<file path="config.mk">
export PLATFORM = sky130hd
export DESIGN_NAME = midi_note_decoder
export DESIGN_NICKNAME = d
export VERILOG_FILES = /design/src/rtl/midi_pkg.sv /design/src/rtl/midi_note_decoder.sv
export SDC_FILE = /design/constraint.sdc
export NUM_CORES = 1
export LEC_CHECK = 0
export CORE_AREA = 2 2 70 72
export DETAILED_ROUTE_END_ITERATION = 8
export DIE_AREA = 0 0 72 74
export PLACE_DENSITY = 0.8
export SYNTH_ARGS = -nofsm -noshare
export SYNTH_HDL_FRONTEND = slang
export SYNTH_SLANG_ARGS = --single-unit
</file>
<file path="constraint.sdc">
create_clock -name clk -period 2.88 [get_ports clk]
set_clock_uncertainty 0.15 [all_clocks]
set_input_delay 0.288 -clock clk [delete_from_list [all_inputs] [get_ports clk]]
set_output_delay 0.288 -clock clk [all_outputs]
set_load 0.05 [all_outputs]
</file>
<file path="src/rtl/midi_pkg.sv">
// Shared MIDI constants: status type codes, byte-class thresholds, controller
// numbers and the parser state encoding.
package midi_pkg;

  localparam logic [3:0] ST_NOTE_OFF   = 4'h8;
  localparam logic [3:0] ST_NOTE_ON    = 4'h9;
  localparam logic [3:0] ST_CTRL_CHG   = 4'hB;
  localparam logic [3:0] ST_PROG_CHG   = 4'hC;
  localparam logic [3:0] ST_CHAN_PRESS = 4'hD;

  localparam logic [7:0] SYS_COMMON_MIN = 8'hF0;
  localparam logic [7:0] REALTIME_MIN   = 8'hF8;

  localparam logic [6:0] CC_ALL_SOUND_OFF = 7'd120;
  localparam logic [6:0] CC_ALL_NOTES_OFF = 7'd123;

  typedef enum logic [1:0] {
    NO_STATUS = 2'd0,
    WAIT_D1   = 2'd1,
    WAIT_D2   = 2'd2
  } midi_state_t;

  // Program change and channel pressure carry a single data byte.
  function automatic logic one_data_byte(input logic [3:0] status_type);
    return (status_type == ST_PROG_CHG) || (status_type == ST_CHAN_PRESS);
  endfunction

endpackage

</file>
<file path="src/rtl/midi_note_decoder.sv">
// Monophonic MIDI note decoder: parses a byte stream with running status and
// holds the most recent note-on for one channel.
module midi_note_decoder
  import midi_pkg::*;
#(
  parameter logic [3:0] CHANNEL = 4'd0
) (
  input  logic       clk,
  input  logic       rst,
  input  logic [7:0] byte_i,
  input  logic       byte_valid_i,
  output logic [7:0] note_o,
  output logic [6:0] velocity_o,
  output logic       gate_o,
  output logic       event_o
);

  midi_state_t state_q, state_d;
  logic [7:0]  run_status_q, run_status_d;
  logic [6:0]  data1_q, data1_d;

  logic        is_realtime, is_sys_common, is_status, is_data;
  logic        msg_done;
  logic [6:0]  msg_d1, msg_d2;

  logic [7:0]  note_d;
  logic [6:0]  velocity_d;
  logic        gate_d;
  logic        event_d;

  assign is_realtime   = (byte_i >= REALTIME_MIN);
  assign is_sys_common = (byte_i >= SYS_COMMON_MIN) && !is_realtime;
  assign is_status     = byte_i[7] && (byte_i < SYS_COMMON_MIN);
  assign is_data       = !byte_i[7];

  always_ff @(posedge clk) begin
    if (rst) begin
      state_q      <= NO_STATUS;
      run_status_q <= '0;
      data1_q      <= '0;
      note_o       <= '0;
      velocity_o   <= '0;
      gate_o       <= 1'b0;
      event_o      <= 1'b0;
    end else begin
      state_q      <= state_d;
      run_status_q <= run_status_d;
      data1_q      <= data1_d;
      note_o       <= note_d;
      velocity_o   <= velocity_d;
      gate_o       <= gate_d;
      event_o      <= event_d;
    end
  end

  // Realtime bytes fall through every branch and leave the parser untouched.
  always_comb begin
    state_d      = state_q;
    run_status_d = run_status_q;
    data1_d      = data1_q;
    msg_done     = 1'b0;
    msg_d1       = '0;
    msg_d2       = '0;
    if (byte_valid_i) begin
      if (is_status) begin
        run_status_d = byte_i;
        state_d      = WAIT_D1;
      end else if (is_sys_common) begin
        run_status_d = '0;
        state_d      = NO_STATUS;
      end else if (is_data) begin
        unique case (state_q)
          WAIT_D1: begin
            if (one_data_byte(run_status_q[7:4])) begin
              msg_done = 1'b1;
              msg_d1   = byte_i[6:0];
            end else begin
              data1_d = byte_i[6:0];
              state_d = WAIT_D2;
            end
          end
          WAIT_D2: begin
            msg_done = 1'b1;
            msg_d1   = data1_q;
            msg_d2   = byte_i[6:0];
            state_d  = WAIT_D1;
          end
          default: ;
        endcase
      end
    end
  end

  always_comb begin
    note_d     = note_o;
    velocity_d = velocity_o;
    gate_d     = gate_o;
    if (msg_done && (run_status_q[3:0] == CHANNEL)) begin
      unique case (run_status_q[7:4])
        ST_NOTE_ON: begin
          if (msg_d2 != 7'd0) begin
            if (msg_d1 != 7'd0) begin
              note_d     = {1'b0, msg_d1};
              velocity_d = msg_d2;
              gate_d     = 1'b1;
            end
          end else if ({1'b0, msg_d1} == note_o) begin
            note_d     = '0;
            velocity_d = '0;
            gate_d     = 1'b0;
          end
        end
        ST_NOTE_OFF: begin
          if ({1'b0, msg_d1} == note_o) begin
            note_d     = '0;
            velocity_d = '0;
            gate_d     = 1'b0;
          end
        end
        ST_CTRL_CHG: begin
          if ((msg_d1 == CC_ALL_SOUND_OFF) || (msg_d1 == CC_ALL_NOTES_OFF)) begin
            note_d     = '0;
            velocity_d = '0;
            gate_d     = 1'b0;
          end
        end
        default: ;
      endcase
    end
    event_d = (note_d != note_o) || (gate_d != gate_o);
  end

endmodule

</file>
# Yosys cells after proc, flatten, opt, wreduce, memory -nomap -nowiden
# Cells that the tools add are included.
[word_totals]
word_cells = 88
register_bits = 34
[op_classes]
n_reduce_logical = 17
bitwise = 4
n_eq_ne = 16
order_cmp = 3
n_mux = 41
[op_table]
columns = ["cell", "count"]
rows = [
  ["7-bit 2-to-1 mux", 14],
  ["8-bit 2-to-1 mux", 7],
  ["8-bit one-hot mux with 3 select lines", 1],
  ["7-bit one-hot mux with 3 select lines", 1],
  ["4-bit == test (second input constant)", 5],
  ["8-bit >= comparator (second input constant)", 2],
  ["7-bit == test (second input constant)", 2],
  ["7-bit one-hot mux with 2 select lines", 1],
  ["7-bit nonzero test", 2],
  ["1-bit 2-to-1 mux", 10],
  ["7-bit by 8-bit == test with 1-bit output", 1],
  ["8-bit < comparator (second input constant)", 1],
  ["2-bit 2-to-1 mux", 4],
  ["8-bit != test", 1],
  ["4-bit AND reduction", 2],
  ["6-bit AND reduction", 1],
  ["4-bit zero test", 1],
  ["4-bit != test (second input constant)", 1],
  ["1-bit inverter", 4],
  ["2-bit one-hot mux with 2 select lines", 1],
  ["4-bit nonzero test", 1],
  ["1-bit logical AND", 3],
  ["1-bit logical OR", 3],
  ["3-bit by 1-bit != test with 1-bit output (second input constant)", 1],
  ["11 further kinds", 11],
]

# Logic depth before layout (Yosys ltp)
# Gate-level depths: netlist of the first run.
[depth]
word_depth = 15
depth_mapped = 12
depth_no_buf = 10

# Worst setup path before layout of the first run
# Ideal clock, no wire load.
[synth_path]
kind = "flip-flop to flip-flop"
start = "register state_q[0]"
end = "register event_o"
stages_incl_launch_ff = 11
t_required_ns = 2.656
slack_ns = 0.153
arrival_time_ns = 2.503
cell_sequence = "dfxtp_1 -> inv_1 -> ha_1 -> buf_2 -> o22ai_1 -> xnor2_1 -> nand2b_1 -> or3_1 -> a31o_2 -> o31a_1 -> a31oi_1"
[synth_between]
elab_chain_cells = 13
[synth_rtl]
columns = ["element", "line", "rtl"]
rows = [
  ["start, declared", "midi_note_decoder.sv:18", "midi_state_t state_q, state_d;"],
  ["start signal, assigned", "midi_note_decoder.sv:46", "state_q <= state_d;"],
  ["2-bit == test / 2-bit by 1-bit == test with 1-bit output (equally long branches)", "midi_note_decoder.sv:72", "unique case (state_q)"],
  ["7-bit one-hot mux with 2 select lines", "midi_note_decoder.sv:72", ""],
  ["7-bit 2-to-1 mux", "midi_note_decoder.sv:71", "end else if (is_data) begin"],
  ["7-bit 2-to-1 mux", "midi_note_decoder.sv:68", "end else if (is_sys_common) begin"],
  ["7-bit 2-to-1 mux", "midi_note_decoder.sv:65", "if (is_status) begin"],
  ["7-bit 2-to-1 mux", "midi_note_decoder.sv:64", "if (byte_valid_i) begin"],
  ["7-bit by 8-bit == test with 1-bit output (tied with other cells)", "midi_note_decoder.sv:107, midi_note_decoder.sv:114", ""],
  ["8-bit 2-to-1 mux (tied with other cells)", "midi_note_decoder.sv:107, midi_note_decoder.sv:114", ""],
  ["8-bit 2-to-1 mux (tied with other cells)", "midi_note_decoder.sv:101", "if (msg_d2 != 7'd0) begin"],
  ["8-bit one-hot mux with 3 select lines / 1-bit one-hot mux with 3 select lines (equally long branches)", "midi_note_decoder.sv:99", "unique case (run_status_q[7:4])"],
  ["8-bit 2-to-1 mux / 1-bit 2-to-1 mux (equally long branches)", "midi_note_decoder.sv:98", "if (msg_done && (run_status_q[3:0] == CHANNEL)) begin"],
  ["8-bit != test / 1-bit != test (equally long branches)", "midi_note_decoder.sv:130", "event_d = (note_d != note_o) || (gate_d != gate_o);"],
  ["1-bit logical OR (*)", "midi_note_decoder.sv:130", ""],
  ["end signal, assigned", "midi_note_decoder.sv:52", "event_o <= event_d;"],
  ["end, declared", "midi_note_decoder.sv:15", "output logic event_o"],
]
# Every way passes the cells marked *; elsewhere a longest branch is shown, timed or not.
# A chain may end at the register's enable or synchronous reset.

# Worst setup path after layout of the first run
[layout_path]
start = "register state_q[1]"
end = "register note_o[0]"
[layout_between]
elab_chain_cells = 11
[layout_rtl]
columns = ["element", "line", "rtl"]
rows = [
  ["2-bit == test / 2-bit by 1-bit == test with 1-bit output (equally long branches)", "midi_note_decoder.sv:72", ""],
  ["7-bit one-hot mux with 2 select lines", "midi_note_decoder.sv:72", ""],
  ["7-bit 2-to-1 mux", "midi_note_decoder.sv:71", ""],
  ["7-bit 2-to-1 mux", "midi_note_decoder.sv:68", ""],
  ["7-bit 2-to-1 mux", "midi_note_decoder.sv:65", ""],
  ["7-bit 2-to-1 mux", "midi_note_decoder.sv:64", ""],
  ["7-bit by 8-bit == test with 1-bit output (tied with other cells)", "midi_note_decoder.sv:107, midi_note_decoder.sv:114", ""],
  ["8-bit 2-to-1 mux (tied with other cells)", "midi_note_decoder.sv:107, midi_note_decoder.sv:114", ""],
  ["8-bit 2-to-1 mux, on equally long branches", "midi_note_decoder.sv:101, midi_note_decoder.sv:121", ""],
  ["8-bit one-hot mux with 3 select lines", "midi_note_decoder.sv:99", ""],
  ["8-bit 2-to-1 mux (*)", "midi_note_decoder.sv:98", ""],
  ["end signal, assigned", "midi_note_decoder.sv:49", "note_o <= note_d;"],
  ["end, declared", "midi_note_decoder.sv:12", "output logic [7:0] note_o,"],
]
# Marks and branches as above.

==> metrics.md, run 1 <==
| Metric | Value |
|---|---|
| Commonest non-fill, non-tap cell in the layout | `buf_4` |
| CP Data Required Time | `between 2000 and 3000 ps` |
| Routed via count | `around 2,600` |
| CTS tree | `done` |
| Die width | `about 72 µm` |
| Final hold viol count | `0` |
| Avg Inst Size Synth | `about 7.8 µm²` |
| Area of the core | `~4600 µm²` |
| Critical path peak fanout | `5` |
| Total GRT Usage | `a little over a quarter` |
| Startpoint Class | `flop` |
| Count of different cell masters after synthesis | `56` |
| Crit path time final | `roughly 2800 ps` |
| Via/cell ratio | `between 6 and 7` |
| Hold_ws | `323 ps` |
| Maximum vdd drop | `around 0.00028 V` |
| Worst-path clk slew | `70 ps` |
| Util after Layout | `66.6%` |
| GR Overflow Total | `0` |
| First-pass GRT wire length | `roughly 11,000 µm` |
| Share of cells above drive strength 1 | `roughly a quarter` |
| #FFs+latches synth | `34` |
| Detailed Routing Iterations Pass 1 | `6` |
| Post-DP HPWL | `5080 µm` |
| Sequential-to-total area share from yosys stat | `roughly 30%` |
| # fillers | `~370` |
| Final instance area | `3060 µm²` |
| Largest net degree at the start of global routing | `30` |
| Synth area leader | `dfxtp_1` |
| Top delay family on crit path | `compound AO/OA/AOI/OAI gates` |
| Initial antenna violation count | `0` |
| Status | `completed` |
| CTS root buffer | `clkbuf_8` |
| Rel. slew slack | `between 60 and 70%` |
| Worst Hold Class | `flop to flop` |
| Worst endpoint data arrival time | `between 2000 and 3000 ps` |
| Antenna cell count | `0` |
| Synth warn | `0` |
| Cells after synthesis | `approximately 280` |
| Cell Rows | `25` |
| DR DRC count | `0` |
| DP Area | `2870 µm²` |
| Nets@finish | `~370` |
| Reg area | `about 680 µm²` |
| Die area | `5330 µm²` |
| Max-Cap Viols | `0` |
| Wire per inst | `~17 µm` |
| Initial Util | `a little under half` |
| Die height | `between 70 and 80 µm` |
| DRT antenna net count | `0` |
| IO Port Bufs | `27` |
| Ports | `28` |
| Area Growth Syn to Fin | `39.1%` |
| Slowest-stage cell, CP | `or3_4` |
| Post-CTS Setup Repair Bufs | `0` |
| Number of synthesized flops with an enable pin | `0` |
| Synth top area share | `30.9%` |
| Synth area leaders | `dfxtp_1 31%, a21oi_1 6.4%, nor2_1 6.1%, a22oi_1 5.5%, nand2_1 4.6%` |
| Most frequent cells in the layout | `50 x buf_4, 36 x nor2_1, 32 x dfxtp_1` |
| Gp weighted congestion | `~0.95` |
| Final wirelength | `around 7000 µm` |
| PwrDens | `325 nW/µm²` |
| Final setup viols | `0` |
| Fin. max-slew vios | `0` |
| RSZ-0062 raised after global routing | `false` |
| Num Clock Sinks | `34` |
| CTS Buffer Depth | `2` |
| Vias in the first global route | `approximately 2,400` |
| CP cell instances | `inv_1, ha_2, and4b_2, a22oi_4, o21a_1, o2111ai_2, or3_4, a31o_2, buf_4, o21ai_1, a21oi_1` |
| Skew-Pair Late Insertion Delay | `around 290 ps` |
| Fmax | `~360 MHz` |
| DRT iter0 DRCs | `about 320` |
| Post-Synthesis Cell Area | `between 2000 and 2500 µm²` |
| TritonCTS Buffers | `5` |
| Net count after synthesis | `around 300` |
| Buf+Inv Stages, Crit Path | `2` |
| Asr flop ratio synth | `0%` |
| Peak per-stage delay on the critical path | `a little over 400 ps` |
| # hold bufs at CTS | `0` |
| Worst-Margin Slew | `between 500 and 600 ps` |
| Critical path class | `flop to flop` |
| Leak | `around 1.1 nW` |
| Setup TNS | `0 ps` |
| Worst Setup End Kind | `flop` |
| H-tree levels | `2` |
| Multi-input gate area | `between 1500 and 2000 µm²` |
| Total power | `approximately 0.0010 W` |
| Post-synth top flop | `dfxtp_1` |
| Tcrit/Tclk final | `between 90% and 100%` |
[registers in the layout, indices dropped and copies added, names as in the netlist]
| signal | count |
|---|---|
| gate_o | 1 |
| velocity_o | 7 |
| state_q | 2 |
| event_o | 1 |
| note_o | 8 |
| run_status_q | 8 |
| data1_q | 7 |
[final timing paths]
| kind | start | depth (start not counted) | to | slack [ps] |
|---|---|---|---|---|
| setup / recovery | state_q[1] | 11 | note_o[0] | 110 |
| hold / removal | state_q[0] | 2 | state_q[0] | 320 |
| setup reg to reg | state_q[1] | 11 | note_o[0] | 110 |
| hold reg to reg | state_q[0] | 2 | state_q[0] | 320 |
[cell usage after synthesis, types with 7 or more instances]
library cell,number
dfxtp_1,34
mux2i_1,7
clkbuf_1,8
nand2_1,27
buf_2,8
nand4b_1,7
a21oi_1,28
nor2_1,36
inv_1,10
o21ai_0,10
a22oi_1,16
[layer usage]
layer | up-vias | wire length, µm | global-route usage, %
li1 | 1207 | - | -
met1 | 1232 | 2950 | 34.8
met2 | 137 | 3310 | 44.1
met3 | 21 | 578 | 6.78
met4 | 0 | 164 | 10.3
met5 | - | 0 | 0
[worst reg2reg max path, stage by stage (launching register included)]
cell and delay (ps):
dfxtp_2 360, inv_1 50, ha_2 190, and4b_2 290
a22oi_4 200, o21a_1 170, o2111ai_2 160, or3_4 410
a31o_2 300, buf_4 160, o21ai_1 140, a21oi_1 80
[area by class of cell]
class | count | area share (%)
clock inverters | 2 | 0.327
inverters | 10 | 1.22
repair buffers | 79 | 22.2
multi-input cells | 224 | 49.5
clock buffers | 5 | 2.25
well taps | 54 | 2.20
flip-flops and latches | 34 | 22.3
[metrics by stage]
step	cells	setup slack [ps]
3_5_place_dp	401	-192
4_1_cts	408	10.1
2_1_floorplan	284	153
6_report	408	112
3_3_place_gp	401	-115
5_1_grt	408	2.65
[where the power goes]
group	leakage (nW)	internal [W]	switching, W
Clock	0.0438	0.000162	0.000177
Sequential	0.276	0.000480	0.0000108
Combinational	0.777	0.0000785	0.0000891
Total	1.10	0.000720	0.000277
[repair_timing]
action / in CTS / in global routing
setup endpoints to repair: 13 / 15
gates resized for setup: 5 / 20
pin swaps: 0 / 4
endpoints found under the hold margin: 0 / 0
cloned: 0 / 0
[kinds of logic (layout without fill, tap and decap cells)]
logic type      Yosys count  after routing  share of synthesized area, %
compound gates           94             94                          29.5
xor+xnor                  6              6                          2.38
fa+ha+maj                 2              2                          1.14
buf+inv                  26             96                          4.88
flops                    34             34                          30.9
mux                       7              7                          3.18
simple gates            115            115                          28.1
Power figures use the tool's default switching activity.
==> inputs of run 2 (changes only) <==
--- a/config.mk
+++ b/config.mk
@@ -5,10 +5,10 @@
 export SDC_FILE = /design/constraint.sdc
 export NUM_CORES = 1
 export LEC_CHECK = 0
-export CORE_AREA = 2 2 70 72
+export CORE_AREA = 2 2 82 99
 export DETAILED_ROUTE_END_ITERATION = 8
-export DIE_AREA = 0 0 72 74
-export PLACE_DENSITY = 0.8
+export DIE_AREA = 0 0 84 101
+export PLACE_DENSITY = 0.55
 export SYNTH_ARGS = -nofsm -noshare
 export SYNTH_HDL_FRONTEND = slang
 export SYNTH_SLANG_ARGS = --single-unit
==> run 2 against run 1 <==
Compared with the run above:
- count of clock-buffer cells in the layout is the same
- clock power up 61%
- power rose by 24%
- first-iteration DRC count decreased by 61%
- wire length grew 11%
- global-route usage decreased by 8.7 points
- die area grew 59%
- critical path depth did not move
- maximum frequency down 2.8%
- combinational power rose by 17%
- critical endpoint is now velocity_o[4]
- largest power group is now clock
- highest routed layer unchanged
==> metrics.md, run 2 (same netlist as run 1, synthesis figures left out) <==
| Metric | Value |
|---|---|
| Status | `completed` |
| Hold path depth | `2 (unchanged)` |
| Slowest-stage cell, CP | `a211o_4` |
| Worst-Margin Slew | `562 ps (+38.4 ps)` |
| Clock group share of total power | `44.3% (+10 points)` |
| Routed via count | `2,527 (-2.7%)` |
| Skew-Pair Late Insertion Delay | `300 ps (about the same)` |
| Via/cell ratio | `5.47 (-14%)` |
| Wire per inst | `16.8 µm (-2.3%)` |
| Cell Rows | `35 (+40%)` |
| Area Growth Syn to Fin | `60.8%` |
| Maximum vdd drop | `0.000241 V (-14%)` |
| Reg2Reg Capture Point | `velocity_o[4]` |
| First-pass GRT wire length | `12,400 µm (+9.6%)` |
| Detailed Routing Iterations Pass 1 | `4 (-2)` |
| PwrDens | `348 nW/µm² (+7.0%)` |
| Path depth of the worst reg2reg path | `11 (unchanged)` |
| Crit path time final | `2850 ps (+79.3 ps)` |
| Worst Setup SP | `state_q[1]` |
| TritonCTS Buffers | `5 (unchanged)` |
| Die area | `8480 µm² (+59%)` |
| Initial antenna violation count | `0 (unchanged)` |
| Die height | `101 µm (+36%)` |
| Area of the core | `7580 µm² (+65%)` |
| Fin. max-slew vios | `0 (unchanged)` |
| Hold Startpoint | `state_q[0]` |
| CP Data Required Time | `2920 ps (+20 ps)` |
| Total power | `0.00123 W (+24%)` |
| Largest net degree at the start of global routing | `30 (unchanged)` |
| Top delay family on crit path | `compound AO/OA/AOI/OAI gates` |
| Vias in the first global route | `2,495 (+3.3%)` |
| DRT antenna net count | `0 (unchanged)` |
| Antenna cell count | `0 (unchanged)` |
| Max-Cap Viols | `0 (unchanged)` |
| Biggest regs | `note_o x8, run_status_q x8` |
| Reg-to-reg setup timing slack | `30 ps (-80 ps)` |
| Die width | `84 µm (+17%)` |
| Final instance area | `3540 µm² (+16%)` |
| Post-DP HPWL | `5500 µm (+8.4%)` |
| Num Clock Sinks | `34 (unchanged)` |
| CTS root buffer | `clkbuf_8` |
| Reg-to-reg startpoint | `state_q[1]` |
| Worst endpoint data arrival time | `2890 ps (+100 ps)` |
| Most frequent cells in the layout | `62 x buf_4, 35 x nor2_1, 32 x dfxtp_1` |
| Final hold viol count | `0 (unchanged)` |
| # hold bufs at CTS | `0 (unchanged)` |
| Rel. slew slack | `62.2% (-2.8 points)` |
| Switching part of the total | `25.4% (-2.4 points)` |
| CTS Buffer Depth | `2 (unchanged)` |
| IO Port Bufs | `27 (unchanged)` |
| Hold Crit Endpoint | `state_q[0]` |
| DRT iter0 DRCs | `125 (-61%)` |
| Startpoint Class | `flop` |
| Leak | `1.24 nW (+13%)` |
| Buf+Inv Stages, Crit Path | `2 (unchanged)` |
| Initial Util | `29.1% (-19 points)` |
| Critical path class | `flop to flop` |
| Share of cells above drive strength 1 | `32.7% (+9.0 points)` |
| Util after Layout | `46.8% (-20 points)` |
| Worst Setup End Kind | `flop` |
| Internal power | `0.000919 W (+28%)` |
| CTS tree | `done` |
| CP cell instances | `inv_4, ha_4, nand4b_1, buf_12, o22ai_4, xnor2_2, o2111ai_2, or3_4, a211o_4, a22oi_2, nor2_1` |
| Ports | `28 (unchanged)` |
| Worst-path clk slew | `80 ps (about the same)` |
| Nets@finish | `382 (+4.1%)` |
| Critical path peak fanout | `7 (+2)` |
| Comb power frac | `16.0% (-0.8 points)` |
| Total GRT Usage | `18.3% (-8.7 points)` |
| Gp weighted congestion | `0.884 (-7.0%)` |
| GR Overflow Total | `0 (unchanged)` |
| Seq pwr share | `39.8% (-9.4 points)` |
| Fmax | `351 MHz (-2.8%)` |
| DR DRC count | `0 (unchanged)` |
| Tcrit/Tclk final | `98.9% (+2.8 points)` |
| Commonest non-fill, non-tap cell in the layout | `buf_4` |
| Worst Hold Class | `flop to flop` |
| DP Area | `3030 µm² (+5.4%)` |
| Final setup viols | `0 (unchanged)` |
| RSZ-0062 raised after global routing | `true` |
| H-tree levels | `2 (unchanged)` |
| Peak per-stage delay on the critical path | `410 ps (about the same)` |
| Final wirelength | `7750 µm (+11%)` |
| NetSw | `0.000314 W (+13%)` |
==> run 2: worst max path at each step <==
stage / cells past startpoint / slack (ps) / endpoint
floorplan: 10 / 150 / event_o
global placement: 11 / -140 / note_o[3]
detailed placement: 10 / -150 / event_o
CTS: 11 / 0.7 / event_o
global route: 10 / -70 / velocity_o[5]
finish: 11 / 30 / velocity_o[4]
==> run 2: layout make-up <==
class                   instances  area [µm²]
multi-input cells             224        1730
flip-flops and latches         34         686
clock buffers                   5        68.8
fillers                       761        4030
repair buffers                 94         832
clock inverters                 3        68.8
inverters                      10        40.0
well taps                      92         115
==> run 2: worst reg2reg max path, stage by stage, from the launching register on <==
cell	delay, ps
dfxtp_4	370
inv_4	60
ha_4	150
nand4b_1	250
buf_12	240
o22ai_4	160
xnor2_2	160
o2111ai_2	160
or3_4	380
a211o_4	410
a22oi_2	200
nor2_1	50
==> run 2: routing by layer <==
metal  vias to the layer above  track usage (%)  wire, µm
li1                       1233                -         -
met1                      1195             21.3      3300
met2                        75             32.8      3870
met3                        24             2.78       280
met4                         0             9.06       297
met5                         -                0         0
==> run 2: repair_timing <==
item                       in CTS  in global routing
gates resized for setup         6                 53
cloned                          0                  1
hold endpoints to repair        0                  0
setup endpoints to repair      14                 16
setup buffers                   1                  2
pin swaps                       0                 24
==> run 2: power by group through the flow <==
stage | logic, W | clock network [W] | registers [W]
2_1_floorplan | 0.0000802 | 0 | 0.000496
3_3_place_gp | 0.000167 | 0 | 0.000499
3_5_place_dp | 0.000166 | 0 | 0.000499
4_1_cts | 0.000170 | 0.000556 | 0.000488
5_1_grt | 0.000212 | 0.000579 | 0.000492
6_report | 0.000197 | 0.000546 | 0.000490
==> run 2: stage by stage <==
| stage | setup TNS (ps) | hold WS, ps | cells | setup WS, ps |
|---|---|---|---|---|
| after floorplan | 0 | 285 | 284 | 153 |
| after global placement | -1510 | 311 | 450 | -137 |
| after detailed placement | -1430 | 322 | 450 | -154 |
| after CTS | 0 | 334 | 459 | 0.655 |
| after global routing | -489 | 368 | 462 | -68.4 |
| final | 0 | 339 | 462 | 33.0 |
==> inputs of run 3 (changes only) <==
--- a/config.mk
+++ b/config.mk
@@ -5,10 +5,10 @@
 export SDC_FILE = /design/constraint.sdc
 export NUM_CORES = 1
 export LEC_CHECK = 0
-export CORE_AREA = 2 2 82 99
+export CORE_AREA = 2 2 89 91
 export DETAILED_ROUTE_END_ITERATION = 8
-export DIE_AREA = 0 0 84 101
-export PLACE_DENSITY = 0.55
+export DIE_AREA = 0 0 91 93
+export PLACE_DENSITY = 0.56
 export SYNTH_ARGS = -nofsm -noshare
 export SYNTH_HDL_FRONTEND = slang
 export SYNTH_SLANG_ARGS = --single-unit
==> constraint.sdc (replaced) <==
create_clock -name clk -period 2.55 [get_ports clk]
set_clock_uncertainty 0.15 [all_clocks]
set_input_delay 0.255 -clock clk [delete_from_list [all_inputs] [get_ports clk]]
set_output_delay 0.255 -clock clk [all_outputs]
set_load 0.05 [all_outputs]
==> run 3 against run 2 <==
Compared with the run above:
- the run now ends with negative setup slack left
- global-route usage fell by 0.52 points
- via count rose by 1.5%
- utilization fell by 0.36 points
- final area fell by 1.4%
- die area fell by 0.25%
- sequential cell count did not move
- wire length fell by 5.7%
- sequential share of layout area rose by 0.21 points
- first-iteration DRC count rose by 4.8%
- power rose by 3.2%
- setup slack got worse by 220 ps
==> metrics.md, run 3 (same netlist as run 1, synthesis figures left out) <==
| Metric | Value |
|---|---|
| Biggest regs | `note_o x8, run_status_q x8` |
| Hold_ws | `332 ps (-7.09 ps)` |
| Critical path peak fanout | `10 (+3)` |
| Num Clock Sinks | `34 (unchanged)` |
| Initial Util | `29.3% (+0.19 points)` |
| DP Area | `3190 µm² (+5.4%)` |
| Ports | `28 (unchanged)` |
| Die width | `91 µm (+8.3%)` |
| TritonCTS Buffers | `5 (unchanged)` |
| Hold Crit Endpoint | `state_q[0]` |
| Worst Hold Class | `flop to flop` |
| Reg2Reg Capture Point | `event_o` |
| Failing checks | `negative setup slack` |
| CTS Buffer Depth | `2 (unchanged)` |
| Total power | `0.00127 W (+3.2%)` |
| Skew-Pair Late Insertion Delay | `300 ps (about the same)` |
| Final wirelength | `7300 µm (-5.7%)` |
| H-tree levels | `2 (unchanged)` |
| Gp weighted congestion | `0.946 (+7.0%)` |
| Switching part of the total | `26.2% (+0.81 points)` |
| IO Port Bufs | `27 (unchanged)` |
| Die area | `8460 µm² (-0.25%)` |
| Reg-to-reg setup timing slack | `-190 ps (-220 ps)` |
| Maximum vdd drop | `0.000232 V (-3.6%)` |
| Vias in the first global route | `2,553 (+2.3%)` |
| Final worst setup slack | `-186 ps (-219 ps)` |
| CTS root buffer | `clkbuf_8` |
| Worst endpoint data arrival time | `2810 ps (-80 ps)` |
| PwrDens | `365 nW/µm² (+4.7%)` |
| Pre-CTS setup slack | `-452 ps (-298 ps)` |
| CP Data Required Time | `2620 ps (-300 ps)` |
| Max-Cap Viols | `0 (unchanged)` |
| Die height | `93 µm (-7.9%)` |
| Clock group share of total power | `39.6% (-4.7 points)` |
| Internal power | `0.000939 W (+2.1%)` |
| Final hold viol count | `0 (unchanged)` |
| Fin. max-slew vios | `0 (unchanged)` |
| Final instance area | `3490 µm² (-1.4%)` |
| Startpoint Class | `flop` |
| RSZ-0062 raised after global routing | `true` |
| Leak | `1.29 nW (+3.6%)` |
| Final setup viols | `16 (+16)` |
| Post-DP HPWL | `5520 µm (+0.28%)` |
| Wire per inst | `15.0 µm (-11%)` |
| Antenna cell count | `0 (unchanged)` |
| NetSw | `0.000334 W (+6.5%)` |
| Largest net degree at the start of global routing | `30 (unchanged)` |
| Tcrit/Tclk final | `107% (+8.4 points)` |
| Nets@finish | `398 (+4.2%)` |
| Initial antenna violation count | `0 (unchanged)` |
| Worst-Margin Slew | `511 ps (-51.3 ps)` |
| # fillers | `786 (+3.3%)` |
| Reg-to-reg startpoint | `state_q[0]` |
| Most frequent cells in the layout | `80 x buf_4, 34 x nor2_1, 32 x dfxtp_1` |
| Crit path time final | `2740 ps (-111 ps)` |
| Share of cells above drive strength 1 | `33.9% (+1.2 points)` |
| Routed via count | `2,565 (+1.5%)` |
| Total GRT Usage | `17.8% (-0.52 points)` |
| Fmax | `365 MHz (+4.0%)` |
| CTS tree | `done` |
| Setup TNS | `-2160 ps (-2160 ps)` |
| Cell Rows | `32 (-8.6%)` |
| Comb power frac | `17.2% (+1.2 points)` |
| DR DRC count | `0 (unchanged)` |
| Detailed Routing Iterations Pass 1 | `4 (unchanged)` |
| Via/cell ratio | `5.26 (-3.9%)` |
| Path depth of the worst reg2reg path | `10 (-1)` |
| Worst-path clk slew | `80 ps (about the same)` |
| Area of the core | `7530 µm² (-0.64%)` |
| Seq pwr share | `43.2% (+3.4 points)` |
| Worst Setup End Kind | `flop` |
| GR Overflow Total | `0 (unchanged)` |
| Area Growth Syn to Fin | `58.5%` |
| First-pass GRT wire length | `12,300 µm (-1.1%)` |
| Hold Startpoint | `state_q[0]` |
| Hold path depth | `2 (unchanged)` |
| Critical path class | `flop to flop` |
| Status | `finished, violations left` |
| Rel. slew slack | `65.8% (+3.7 points)` |
| DRT iter0 DRCs | `131 (+4.8%)` |
| Commonest non-fill, non-tap cell in the layout | `buf_4` |
| DRT antenna net count | `0 (unchanged)` |
-- run 3: layout make-up --
cell class	count	area [µm²]	area share [%]
Inverter	10	37.5	1.07
Multi-Input combinational cell	224	1610	46.1
Clock buffer	5	68.8	1.97
Tap cell	102	128	3.65
Timing Repair Buffer	110	925	26.5
Clock inverter	3	40.0	1.15
Sequential cell	34	683	19.6
-- run 3: worst max path at each step --
stage                         end  cells past startpoint  startpoint
after CTS                 event_o                     10  state_q[0]
after detailed placement  event_o                      9   byte_i[7]
final                     event_o                     10  state_q[0]
after global placement    event_o                      9   byte_i[7]
after global routing      event_o                     10  state_q[0]
after floorplan           event_o                     11  state_q[1]
-- run 3: worst max-delay path, cell delays in order, from the launching register on --
cell and delay [ps]:
dfxtp_2 360, inv_2 50, ha_4 270, nand4bb_1 220, o22ai_2 180, xnor2_1 160, o2111ai_2 190, or3_4 390
a31o_4 260, o31a_1 280, a31oi_1 150
-- run 3: what timing repair did --
| item | 4_1_cts | 5_1_grt |
|---|---|---|
| endpoints found under the hold margin | 0 | 0 |
| setup endpoints to repair | 16 | 16 |
| gates resized for setup | 23 | 12 |
| hold buffers | 0 | 0 |
| pin swaps | 3 | 1 |
| setup buffers | 5 | 1 |
-- run 3: power by group through the flow --
stage | clock network [W] | registers, W | logic [W]
after floorplan | 0 | 0.000560 | 0.0000960
after global placement | 0 | 0.000561 | 0.000204
after detailed placement | 0 | 0.000562 | 0.000203
after CTS | 0.000519 | 0.000550 | 0.000212
after global routing | 0.000537 | 0.000551 | 0.000237
final | 0.000504 | 0.000550 | 0.000219
-- run 3: per-stage QoR --
step	util, %	cells
4_1_cts	45.4	487
5_1_grt	46.4	488
3_5_place_dp	42.4	474
6_report	46.4	488
3_3_place_gp	42.4	474
2_1_floorplan	-	284
-- run 3: layer usage --
metal  vias up  wire (µm)  GRT usage, %  part of all wire [%]
met4         0         97          6.19                   1.3
met5         -          0             0                     0
met2        77       3440          30.1                    47
li1       1265          -             -                     -
met1      1215       3410          23.3                    47
met3         8        351          2.50                   4.8
==> RTL edit: new RTL, settings of run 3 <==
Make the reset (`rst`) asynchronous in one clocked block.
--- a/src/rtl/midi_note_decoder.sv
+++ b/src/rtl/midi_note_decoder.sv
@@ -34,5 +34,5 @@
   assign is_data       = !byte_i[7];
 
-  always_ff @(posedge clk) begin
+  always_ff @(posedge clk or posedge rst) begin
     if (rst) begin
       state_q      <= NO_STATUS;
Check against the original RTL: differs if rst is asserted again (counterexample within 4 cycles, from zero or initial values and one cycle with rst high); with rst held inactive, the same outputs for 4 cycles.
==> RTL edit against run 3 <==
- the flow still finishes with violations (negative setup slack)
- sequential cell count stayed put
- routed wire length decreased by 2.9%
- synthesized area fell by 0.34%
- non-clock buffer count decreased by 20
- worst setup slack improved by 0.070 ns
- final area decreased by 4.3%
- count of clock-buffer cells in the layout is the same
- largest cell class unchanged
Power is not compared: it rests on default switching activity, and its combinational part moved more than twofold at a synthesized area within 25%.
==> RTL edit: results (changes against run 3) <==
| Metric | Value |
|---|---|
| Status | complete, but fails checks |
| Failing checks | negative setup slack |
| Nets@finish | 321 (-19%) |
| Final setup fails | 11 (-5) |
| Clock-cell share | 4.12% (+1.0 points) |
| Register area | 851 sq um (+25%) |
| Mux cell area share after synthesis | 4.10% (+0.92 points) |
| Syn-to-layout area delta | 52.2% |
| Worst slack, placed | -0.386 ns (+0.0664 ns) |
| R2R depth | 9 (-1) |
| Vias in the first global route | 2014 (-21%) |
| Setup TNS | -0.898 ns (+1.27 ns) |
| Signal buffers share of area | 23.3% (-3.2 points) |
| Met3 WL | 406 um (+16%) |
| Crit-path max cell delay | 0.42 ns (+0.03 ns) |
| Synth Area in XOR/XNOR | 1.99% (-0.39 points) |
| Post-synth top cells | dfrtp_1 (34), a22o_1 (17), nand2_1 (17), o21ai_0 (13), a21oi_1 (11) |
| Ys flop type | dfrtp_1 |
| Layout cells sized above 1 | 35.0% (+1.0 points) |
| Post-synthesis sequential area ratio | 38.7% (+7.9 points) |
| Fin worst setup slack | -0.116 ns (+0.0702 ns) |
| Mapped Nets | 236 (-21%) |
| Syn Inst Count | 223 (-21%) |
| Hold crit path type | input pin to asynchronous set/reset pin |
| Family with the most delay on the worst path | simple AND/OR/NAND/NOR gates |
| Wl on met1 | 3290 um (-3.7%) |
| Compound-Gate Fraction of Synth Area | 26.4% (-3.0 points) |
| Met2 Wirelength | 3300 um (-4.0%) |
| Least-Margin Pin Slew | 0.532 ns (+0.0208 ns) |
| Placed cell count | 398 (-16%) |
| Post-CTS Setup Inserts | 3 (-2) |
| Yosys cell types | 53 (-5.4%) |
| Gpl congestion | 0.812 (-14%) |
| Drt pass-1 iters | 5 (+1) |
| Global-route wire length before repair | 11000 um (-10%) |
| Gr usage total | 16.7% (-1.1 points) |
| Number of non-clock buffers | 90 (-18%) |
| Synth area leaders | dfrtp_1 (39%), a22o_1 (6.8%), mux2_2 (4.1%), o21ai_0 (3.0%), nand2_1 (2.9%) |
| Cell at the slowest stage of the critical path | dfrtp_1 |
| WL/cell | 17.3 um (+15%) |
| Largest net degree at the start of global routing | 35 (+17%) |
| Non-clk invs | 5 (-5) |
| Comb_multi_in | 172 (-23%) |
| Worst path arrival time | 2.69 ns (-0.12 ns) |
RTL edit: final timing paths:
path | slack (ns) | end
setup reg to reg | -0.12 | event_o
max in group asynchronous | 1.73 | state_q[1]
setup / recovery | -0.12 | event_o
hold / removal | 0.20 | note_o[6]
min in group clk | 0.36 | run_status_q[1]
hold reg to reg | 0.36 | run_status_q[1]
RTL edit: worst register-to-register path: cells and delay by family, from the launching register on:
kind	cells	cell delay, ns
AOI/OAI and AO/OA	4	0.68
DFF	1	0.42
buffers and inverters	1	0.07
adders and majority gates	1	0.21
and+or+nand+nor	3	1.00
RTL edit: cells by family (layout without fill, tap and decap cells):
group	after synthesis	in the layout
buffers and inverters	19	103
muxes	8	8
DFF	34	34
adders and majority gates	2	2
AOI/OAI and AO/OA	77	77
xor gates and xnor gates	5	5
and+or+nand+nor	78	80
RTL edit: routing by layer:
layer	track usage (%)	vias to the layer above
li1	-	1044
met1	23.3	1088
met2	26.5	91
met3	2.90	10
met4	5.05	0
met5	0	-
